File: config.mk
export PLATFORM = sky130hd
export DESIGN_NAME = adapter_from_bus_flat
export DESIGN_NICKNAME = d
export VERILOG_FILES = /design/src/rtl/adapter_from_bus_pkg.sv /design/src/rtl/adapter_from_bus_if.sv /design/src/rtl/adapter_from_bus_hold.sv /design/src/rtl/adapter_from_bus.sv /design/src/flat_wrapper.sv
export SDC_FILE = /design/constraint.sdc
export NUM_CORES = 1
export LEC_CHECK = 0
export ABC_AREA = 1
export CORE_ASPECT_RATIO = 1.2
export CORE_UTILIZATION = 62
export CTS_BUF_LIST = sky130_fd_sc_hd__clkbuf_4
export DETAILED_ROUTE_END_ITERATION = 7
export PLACE_DENSITY = 0.88
export SYNTH_ARGS = -nofsm -noshare
export SYNTH_HDL_FRONTEND = slang
export SYNTH_HIERARCHICAL = 1
export SYNTH_SLANG_ARGS = --single-unit
File: constraint.sdc
create_clock -name CLK -period 7 [get_ports CLK]
set_clock_uncertainty 0.1 [all_clocks]
set_input_delay 1.4 -clock CLK [delete_from_list [all_inputs] [get_ports CLK]]
set_output_delay 1.4 -clock CLK [all_outputs]
set_load 0.05 [all_outputs]
File: src/rtl/adapter_from_bus_pkg.sv
// rtl/adapter_from_bus_pkg.sv - shared constants and wide-message type for the bus deserializer.
package adapter_from_bus_pkg;

  localparam int DATA_WIDTH = 32;
  localparam int WORDS      = 4;
  localparam int LEN_WIDTH  = 16;
  localparam int OUT_WIDTH  = DATA_WIDTH * WORDS;
  localparam int IDX_WIDTH  = $clog2(WORDS);

  typedef struct packed {
    logic [OUT_WIDTH-1:0] v;
    logic [LEN_WIDTH-1:0] length;
    logic                 overflow;
  } msg_t;

endpackage

File: src/rtl/adapter_from_bus_if.sv
// rtl/adapter_from_bus_if.sv - beat-in / wide-message-out ENA/RDY bundle (overflow under ADAPTER_FROM_BUS_OVERFLOW_EN).
interface adapter_from_bus_if;
  import adapter_from_bus_pkg::*;

  logic                  in_enq__ENA;
  logic [DATA_WIDTH-1:0] in_enq_v;
  logic                  in_enq_last;
  logic                  in_enq__RDY;
  logic                  out_enq__ENA;
  logic [OUT_WIDTH-1:0]  out_enq_v;
  logic [LEN_WIDTH-1:0]  out_enq_length;
  logic                  out_enq__RDY;
`ifdef ADAPTER_FROM_BUS_OVERFLOW_EN
  logic                  out_enq_overflow;
`endif

  modport slave (
    input  in_enq__ENA, in_enq_v, in_enq_last, out_enq__RDY,
    output in_enq__RDY, out_enq__ENA, out_enq_v, out_enq_length
`ifdef ADAPTER_FROM_BUS_OVERFLOW_EN
    , output out_enq_overflow
`endif
  );

  modport master (
    output in_enq__ENA, in_enq_v, in_enq_last, out_enq__RDY,
    input  in_enq__RDY, out_enq__ENA, out_enq_v, out_enq_length
`ifdef ADAPTER_FROM_BUS_OVERFLOW_EN
    , input out_enq_overflow
`endif
  );

endinterface

File: src/rtl/adapter_from_bus_hold.sv
// rtl/adapter_from_bus_hold.sv - one-entry output message register with drain-bypass ready.
module adapter_from_bus_hold
  import adapter_from_bus_pkg::*;
(
  input  logic clk_i,
  input  logic rst_i,
  input  logic load_i,
  input  msg_t msg_i,
  input  logic out_rdy_i,
  output logic full_o,
  output logic out_ena_o,
  output logic in_rdy_o,
  output msg_t msg_o
);

  logic full_q, full_d;
  msg_t msg_q, msg_d;

  assign full_o    = full_q;
  assign out_ena_o = full_q & out_rdy_i;
  // A message draining this cycle frees the slot for whatever completes now.
  assign in_rdy_o  = !full_q | out_rdy_i;
  assign msg_o     = msg_q;

  always_comb begin
    full_d = full_q;
    msg_d  = msg_q;
    if (out_ena_o) begin
      full_d         = 1'b0;
      msg_d.overflow = 1'b0;
    end
    if (load_i) begin
      full_d = 1'b1;
      msg_d  = msg_i;
    end
  end

  always_ff @(posedge clk_i) begin
    if (rst_i) begin
      full_q <= 1'b0;
      msg_q  <= '0;
    end else begin
      full_q <= full_d;
      msg_q  <= msg_d;
    end
  end

endmodule

File: src/rtl/adapter_from_bus.sv
// rtl/adapter_from_bus.sv - gathers last-terminated 32-bit beats into one 128-bit message plus length.
// Optional overflow flag: ADAPTER_FROM_BUS_OVERFLOW_EN.
module adapter_from_bus
  import adapter_from_bus_pkg::*;
(
  input  logic            CLK,
  input  logic            RST,
  adapter_from_bus_if.slave bus
);

  localparam logic [LEN_WIDTH-1:0] WORDS_L = LEN_WIDTH'(WORDS);

  logic [OUT_WIDTH-1:0] buf_q, buf_d, buf_w;
  logic [LEN_WIDTH-1:0] cnt_q, cnt_d, cnt_inc;
  logic                 accept, load, full, out_ena, in_rdy;
  msg_t                 msg_in, msg_out;

  assign accept = bus.in_enq__ENA & in_rdy;

  always_comb begin
    buf_w = buf_q;
    for (int w = 0; w < WORDS; w++) begin
      if (cnt_q == LEN_WIDTH'(w)) buf_w[w*DATA_WIDTH +: DATA_WIDTH] = bus.in_enq_v;
    end
  end

  // Count keeps running past WORDS so length reports the true burst size.
  assign cnt_inc = (&cnt_q) ? cnt_q : cnt_q + 1'b1;

`ifdef ADAPTER_FROM_BUS_OVERFLOW_EN
  logic ovf_q, ovf_d, ovf_beat;
  assign ovf_beat = cnt_q >= WORDS_L;
`endif

  always_comb begin
    buf_d  = buf_q;
    cnt_d  = cnt_q;
    load   = 1'b0;
    msg_in = '0;
`ifdef ADAPTER_FROM_BUS_OVERFLOW_EN
    ovf_d  = ovf_q;
`endif
    if (accept) begin
      buf_d = buf_w;
      cnt_d = cnt_inc;
`ifdef ADAPTER_FROM_BUS_OVERFLOW_EN
      ovf_d = ovf_q | ovf_beat;
`endif
      if (bus.in_enq_last) begin
        load          = 1'b1;
        msg_in.v      = buf_w;
        msg_in.length = cnt_inc - 1'b1;
        buf_d         = '0;
        cnt_d         = '0;
`ifdef ADAPTER_FROM_BUS_OVERFLOW_EN
        msg_in.overflow = ovf_q | ovf_beat;
        ovf_d           = 1'b0;
`endif
      end
    end
  end

  always_ff @(posedge CLK) begin
    if (RST) begin
      buf_q <= '0;
      cnt_q <= '0;
    end else begin
      buf_q <= buf_d;
      cnt_q <= cnt_d;
    end
  end

`ifdef ADAPTER_FROM_BUS_OVERFLOW_EN
  always_ff @(posedge CLK) begin
    if (RST) ovf_q <= 1'b0;
    else     ovf_q <= ovf_d;
  end
  assign bus.out_enq_overflow = msg_out.overflow & full;
`else
  logic unused_ovf;
  assign unused_ovf = msg_out.overflow & full;
`endif

  adapter_from_bus_hold u_hold (
    .clk_i     (CLK),
    .rst_i     (RST),
    .load_i    (load),
    .msg_i     (msg_in),
    .out_rdy_i (bus.out_enq__RDY),
    .full_o    (full),
    .out_ena_o (out_ena),
    .in_rdy_o  (in_rdy),
    .msg_o     (msg_out)
  );

  assign bus.in_enq__RDY    = in_rdy;
  assign bus.out_enq__ENA   = out_ena;
  assign bus.out_enq_v      = msg_out.v;
  assign bus.out_enq_length = msg_out.length;

endmodule

File: src/flat_wrapper.sv
// flat-port wrapper written by rule: the top's interface ports become plain ports
module adapter_from_bus_flat import adapter_from_bus_pkg::*;
  (CLK, RST, bus_in_enq__ENA, bus_in_enq_v, bus_in_enq_last, bus_out_enq__RDY, bus_in_enq__RDY, bus_out_enq__ENA, bus_out_enq_v, bus_out_enq_length);
  adapter_from_bus_if bus_i ();
  input  logic CLK;
  input  logic RST;
  input wire logic [$bits(bus_i.in_enq__ENA)-1:0] bus_in_enq__ENA;
  input wire logic [$bits(bus_i.in_enq_v)-1:0] bus_in_enq_v;
  input wire logic [$bits(bus_i.in_enq_last)-1:0] bus_in_enq_last;
  input wire logic [$bits(bus_i.out_enq__RDY)-1:0] bus_out_enq__RDY;
  output wire logic [$bits(bus_i.in_enq__RDY)-1:0] bus_in_enq__RDY;
  output wire logic [$bits(bus_i.out_enq__ENA)-1:0] bus_out_enq__ENA;
  output wire logic [$bits(bus_i.out_enq_v)-1:0] bus_out_enq_v;
  output wire logic [$bits(bus_i.out_enq_length)-1:0] bus_out_enq_length;
  assign bus_i.in_enq__ENA = bus_in_enq__ENA;
  assign bus_i.in_enq_v = bus_in_enq_v;
  assign bus_i.in_enq_last = bus_in_enq_last;
  assign bus_i.out_enq__RDY = bus_out_enq__RDY;
  assign bus_in_enq__RDY = bus_i.in_enq__RDY;
  assign bus_out_enq__ENA = bus_i.out_enq__ENA;
  assign bus_out_enq_v = bus_i.out_enq_v;
  assign bus_out_enq_length = bus_i.out_enq_length;
  adapter_from_bus u_core (.CLK(CLK), .RST(RST), .bus(bus_i));
endmodule
==> results.sh, run 1 <==
export IMPL_min_delay_path_class="reg -> reg"
export IMPL_chipWidth_um=138
export IMPL_ctsHoldBuffers=0
export IMPL_relSlewSlack_pct=18.1
export IMPL_num_io_pins=183
export IMPL_fin_total_pwr_w=0.00378
export IMPL_worst_hold_slack_ps=365
export IMPL_fin_tns_setup_ps=0
export IMPL_antenna_found_initial=1
export IMPL_powerDensity_nw_per_um2=231
export IMPL_path_class="in -> out"
export IMPL_failed_checks="DRC"
export IMPL_hold_viol=0
export IMPL_start_util_pct=63.5
export IMPL_syn_area_um2=13800
export IMPL_grt_use_met2_pct=53.1
export IMPL_cp_max_fo=4
export IMPL_wl_per_cell_um=14.9
export IMPL_grt_usage_pct=33.1
export IMPL_worst_pin_slew_ps=1230
export IMPL_fmax_mhz=225
export IMPL_grt_max_degree=145
export IMPL_worstPathRequired_ps=5500
export IMPL_cts_setup_buffers=0
export IMPL_portBuffers=182
export IMPL_area_growth_pct=18.1
export IMPL_clk_latency_ps=690
export IMPL_grt_use_met1_pct=41.8
export IMPL_ir_drop_v=0.000178
export IMPL_dp_cells=2469
export IMPL_utilization_pct=75.0
export IMPL_synth_avg_cell_area_um2=6.47
export IMPL_drive_above_1_share_pct=6.87
export IMPL_coreArea_um2=21800
export IMPL_rsz0062_at_grt="no"
export IMPL_wl_mm=38.5
export IMPL_cap_violations=0
export IMPL_gr_usage_met3_pct=6.19
export IMPL_synthCells=2139
export IMPL_synth_fp_nets=2181
export IMPL_p_leak_nw=7.49
export IMPL_vias=14000
export IMPL_finalSetupViolCount=0
export IMPL_drv_slew=0
export IMPL_period_needed_ps=4440
export IMPL_stdcell_count=2591
export IMPL_row_count=59
export IMPL_arrival_ps=2940
export IMPL_drtIter0Drc=1447
export IMPL_htreeDepth=3
export IMPL_cts_tree="yes"
export IMPL_dp_final_hpwl_mm=23.1
export IMPL_dieArea_um2=22900
export IMPL_cts_buffer_depth=3
export IMPL_status="finished, violations left"
export IMPL_grt_busiest_layer="met2"
export IMPL_critPathCaptureType="primary output"
export IMPL_timing_final_crit_share_pct=63.5
export IMPL_path_clk_slew_ps=60
export IMPL_fp_dieH_um=166
export IMPL_grt_pass1_wl_mm=62.7
export IMPL_cts_resized=0
export IMPL_start_kind="primary input"
export IMPL_vias_per_cell=5.42
export IMPL_overflow=0
export IMPL_firstDrtPassIters=7
export IMPL_drc_errors=18
export IMPL_numCtsBuffers=74
export IMPL_clock_sinks=289
export IMPL_num_nets_final=2313
export IMPL_cts_root_buf="clkbuf_4"
export IMPL_grt_pass1_vias=13200
export IMPL_ant_nets=0
export IMPL_yosysWarnings=6
export IMPL_gp_congestion=0.888
registers in the layout (all words and copies together) (netlist names):
name and flops:
u_core/cnt_q 16, u_core/buf_q 128, u_core/u_hold/msg_o 144, u_core/u_hold/full_o 1
stage by stage:
stage	cell area, µm²	worst slack (ps)
final	16300	2560
after global routing	16300	2510
after CTS	16300	2550
after detailed placement	15500	2130
after global placement	15500	2210
after floorplan	13800	3700
metal layers:
metal / vias to the layer above / part of all wire [%]
li1: 6934 / -
met1: 6391 / 42
met2: 622 / 46
met3: 101 / 8.4
met4: 0 / 3.7
met5: - / 0
final timing paths:
check / startpoint / to / slack (ps) / cells after the start
max reg2reg: u_core/u_hold/full_o / u_core/u_hold/msg_o[143] / 3630 / 7
min: u_core/buf_q[21] / u_core/buf_q[21] / 360 / 2
max: bus_out_enq__RDY / bus_in_enq__RDY / 2560 / 4
min reg2reg: u_core/buf_q[21] / u_core/buf_q[21] / 360 / 2
critical path: stages:
cell and delay, ps:
clkdlybuf4s50_1 470, inv_1 40, nand2_1 180, clkdlybuf4s50_1 840
cells in the final DEF (no fill, tap or decap), types with 2 or more instances in the layout:
master           instances
nor2_1                 465
nand2_1                450
dfxtp_1                289
inv_1                  258
o21ai_0                208
clkdlybuf4s50_1        181
a21oi_1                150
clkbuf_4               107
o21ai_1                 68
o211ai_1                32
nand3_1                 26
buf_4                   11
nand4_1                 10
inv_2                    6
clkinv_1                 6
xor2_1                   6
nor2_4                   5
ha_1                     5
nor2_2                   4
nand2_2                  4
clkinv_2                 3
nand3b_2                 3
nand3_2                  3
inv_4                    3
xor2_2                   2
nand2_4                  2
cell type report:
cell class                      count  area, µm²
Antenna cell                        1       2.50
Multi-Input combinational cell   1449       6410
Sequential cell                   289       5790
Clock buffer                      107        803
Tap cell                          274        343
Inverter                          264        998
Fill cell                        1718       5430
Clock inverter                     14       86.3
Timing Repair Buffer              193       1910
power breakdown:
part           total, W  internal [W]  switching, W
Clock           0.00140      0.000734      0.000667
Sequential      0.00175       0.00171     0.0000401
Combinational  0.000627      0.000179      0.000448
Note: power is estimated with default switching activity, not from simulation.
==> run 2: changes to the inputs <==
--- a/config.mk
+++ b/config.mk
@@ -7,10 +7,10 @@
 export LEC_CHECK = 0
 export ABC_AREA = 1
 export CORE_ASPECT_RATIO = 1.2
-export CORE_UTILIZATION = 62
+export CORE_UTILIZATION = 52
 export CTS_BUF_LIST = sky130_fd_sc_hd__clkbuf_4
 export DETAILED_ROUTE_END_ITERATION = 7
-export PLACE_DENSITY = 0.88
+export PLACE_DENSITY = 0.79
 export SYNTH_ARGS = -nofsm -noshare
 export SYNTH_HDL_FRONTEND = slang
 export SYNTH_HIERARCHICAL = 1
==> constraint.sdc (replaced) <==
create_clock -name CLK -period 3.8 [get_ports CLK]
set_clock_uncertainty 0.1 [all_clocks]
set_input_delay 0.76 -clock CLK [delete_from_list [all_inputs] [get_ports CLK]]
set_output_delay 0.76 -clock CLK [all_outputs]
set_load 0.05 [all_outputs]
==> run 2 against run 1 <==
The run now ends clean. Die area grew 19%. Sequential power rose by 84%. Cell count increased by 2.7%. Utilization down 12 points. Sequential cell count did not move. Clock-buffer cell count rose by 6. Critical path depth stayed put. Via count down 1.4%. Hold slack got worse by 170 ps. Combinational power rose by 87%. Register-to-register slack got worse by 2900 ps. Critical path type unchanged. Critical endpoint unchanged. Largest cell class unchanged. Largest power group unchanged. Highest routed layer unchanged.
==> results.sh, run 2 (synthesis gave the netlist of run 1 again) <==
export IMPL_final_common_cell="nor2_1"
export IMPL_gp_congestion=0.866
export IMPL_hold_viol=0
export IMPL_start_util_pct=52.8
export IMPL_powerDensity_nw_per_um2=430
export IMPL_fmax_mhz=316
export IMPL_drc_errors=0
export IMPL_multi_input_area_um2=6410
export IMPL_final_cell_mix="nor2_1 (465), nand2_1 (450), dfxtp_1 (289), inv_1 (258), o21ai_0 (208)"
export IMPL_grt_pass1_wl_mm=63.6
export IMPL_clk_latency_ps=700
export IMPL_firstDrtPassIters=5
export IMPL_cts_resized=0
export IMPL_seqCellArea_um2=5790
export IMPL_numCtsBuffers=76
export IMPL_drv_slew=0
export IMPL_relSlewSlack_pct=25.9
export IMPL_coreArea_um2=26200
export IMPL_overflow=0
export IMPL_grt_usage_pct=29.0
export IMPL_critPathCaptureType="primary output"
export IMPL_cts_tree="yes"
export IMPL_ant_nets=0
export IMPL_start_kind="primary input"
export IMPL_fillers=2437
export IMPL_worstPathRequired_ps=2940
export IMPL_ctsHoldBuffers=0
export IMPL_ir_drop_v=0.000279
export IMPL_dp_final_hpwl_mm=23.3
export IMPL_grt_pass1_vias=13100
export IMPL_fp_dieH_um=181
export IMPL_wl_per_cell_um=14.7
export IMPL_worst_pin_slew_ps=1110
export IMPL_chipWidth_um=151
export IMPL_finalSetupViolCount=0
export IMPL_antenna_found_initial=1
export IMPL_fin_total_pwr_w=0.00714
export IMPL_fin_tns_setup_ps=0
export IMPL_cts_setup_buffers=0
export IMPL_dieArea_um2=27300
export IMPL_htreeDepth=3
export IMPL_drive_above_1_share_pct=7.14
export IMPL_place_area_um2=15600
export IMPL_p_leak_nw=7.57
export IMPL_min_delay_path_class="in -> reg"
export IMPL_portBuffers=182
export IMPL_grt_max_degree=153
export IMPL_num_io_pins=183
export IMPL_timing_final_crit_share_pct=83.2
export IMPL_cp_max_fo=4
export IMPL_wl_mm=39.0
export IMPL_cap_violations=0
export IMPL_cts_buffer_depth=3
export IMPL_cts_root_buf="clkbuf_4"
export IMPL_fin_area_um2=16600
export IMPL_largest_reg_flops=144
export IMPL_rsz0062_at_grt="no"
export IMPL_path_clk_slew_ps=60
export IMPL_num_nets_final=2319
export IMPL_drtIter0Drc=1138
export IMPL_path_class="in -> out"
export IMPL_status="complete, no violations"
export IMPL_arrival_ps=2300
export IMPL_clock_sinks=289
export IMPL_area_growth_pct=19.9
export IMPL_vias=13900
export IMPL_row_count=65
export IMPL_vias_per_cell=5.20
export IMPL_period_needed_ps=3160
run 2: cell count changes in the layout (fill, tap and decap cells not counted), sizes merged:
cell      delta
bufinv       +1
clkbuf       +6
clkinvlp     -1
buf          +4
run 2: worst max-delay path, stage by stage:
cell,delay (ps)
clkdlybuf4s50_1,470
inv_1,40
nand2_1,180
clkdlybuf4s50_1,840
run 2: per-stage QoR:
stage / instances / utilization, % / setup WS [ps] / hold WS (ps)
finish: 2662 / 63.3 / 638 / 195
floorplan: 2139 / - / 1170 / 345
detailed placement: 2534 / 59.7 / 638 / 355
CTS: 2661 / 63.3 / 632 / 142
global placement: 2534 / 59.7 / 634 / 351
global route: 2662 / 63.3 / 395 / 166
run 2: routing by layer:
metal	vias up	global-route usage (%)	share of wire, %
met5	-	0	0
met4	0	12.7	2.4
met3	57	5.42	7.0
met2	465	47.3	47
met1	6372	37.0	43
li1	6959	-	-
run 2: layout make-up:
class	count	share of cell area, %
multi-input combinational	1449	38.6
sequential	289	34.9
timing repair buffer	197	12.2
inverter	264	6.02
clock buffer	113	5.11
tap	335	2.53
clock inverter	14	0.634
antenna	1	0.0151
run 2: final timing paths:
check | cells after the start | start | endpoint | slack (ps)
hold reg to reg | 2 | u_core/buf_q[5] | u_core/buf_q[5] | 360
setup reg to reg | 16 | u_core/cnt_q[0] | u_core/u_hold/msg_o[11] | 720
hold / removal | 2 | RST | u_core/u_hold/full_o | 200
setup / recovery | 4 | bus_out_enq__RDY | bus_in_enq__RDY | 640
run 2: report_power, final:
part / internal, W / switching (W)
logic: 0.000339 / 0.000828
registers: 0.00315 / 0.0000713
clock network: 0.00148 / 0.00126
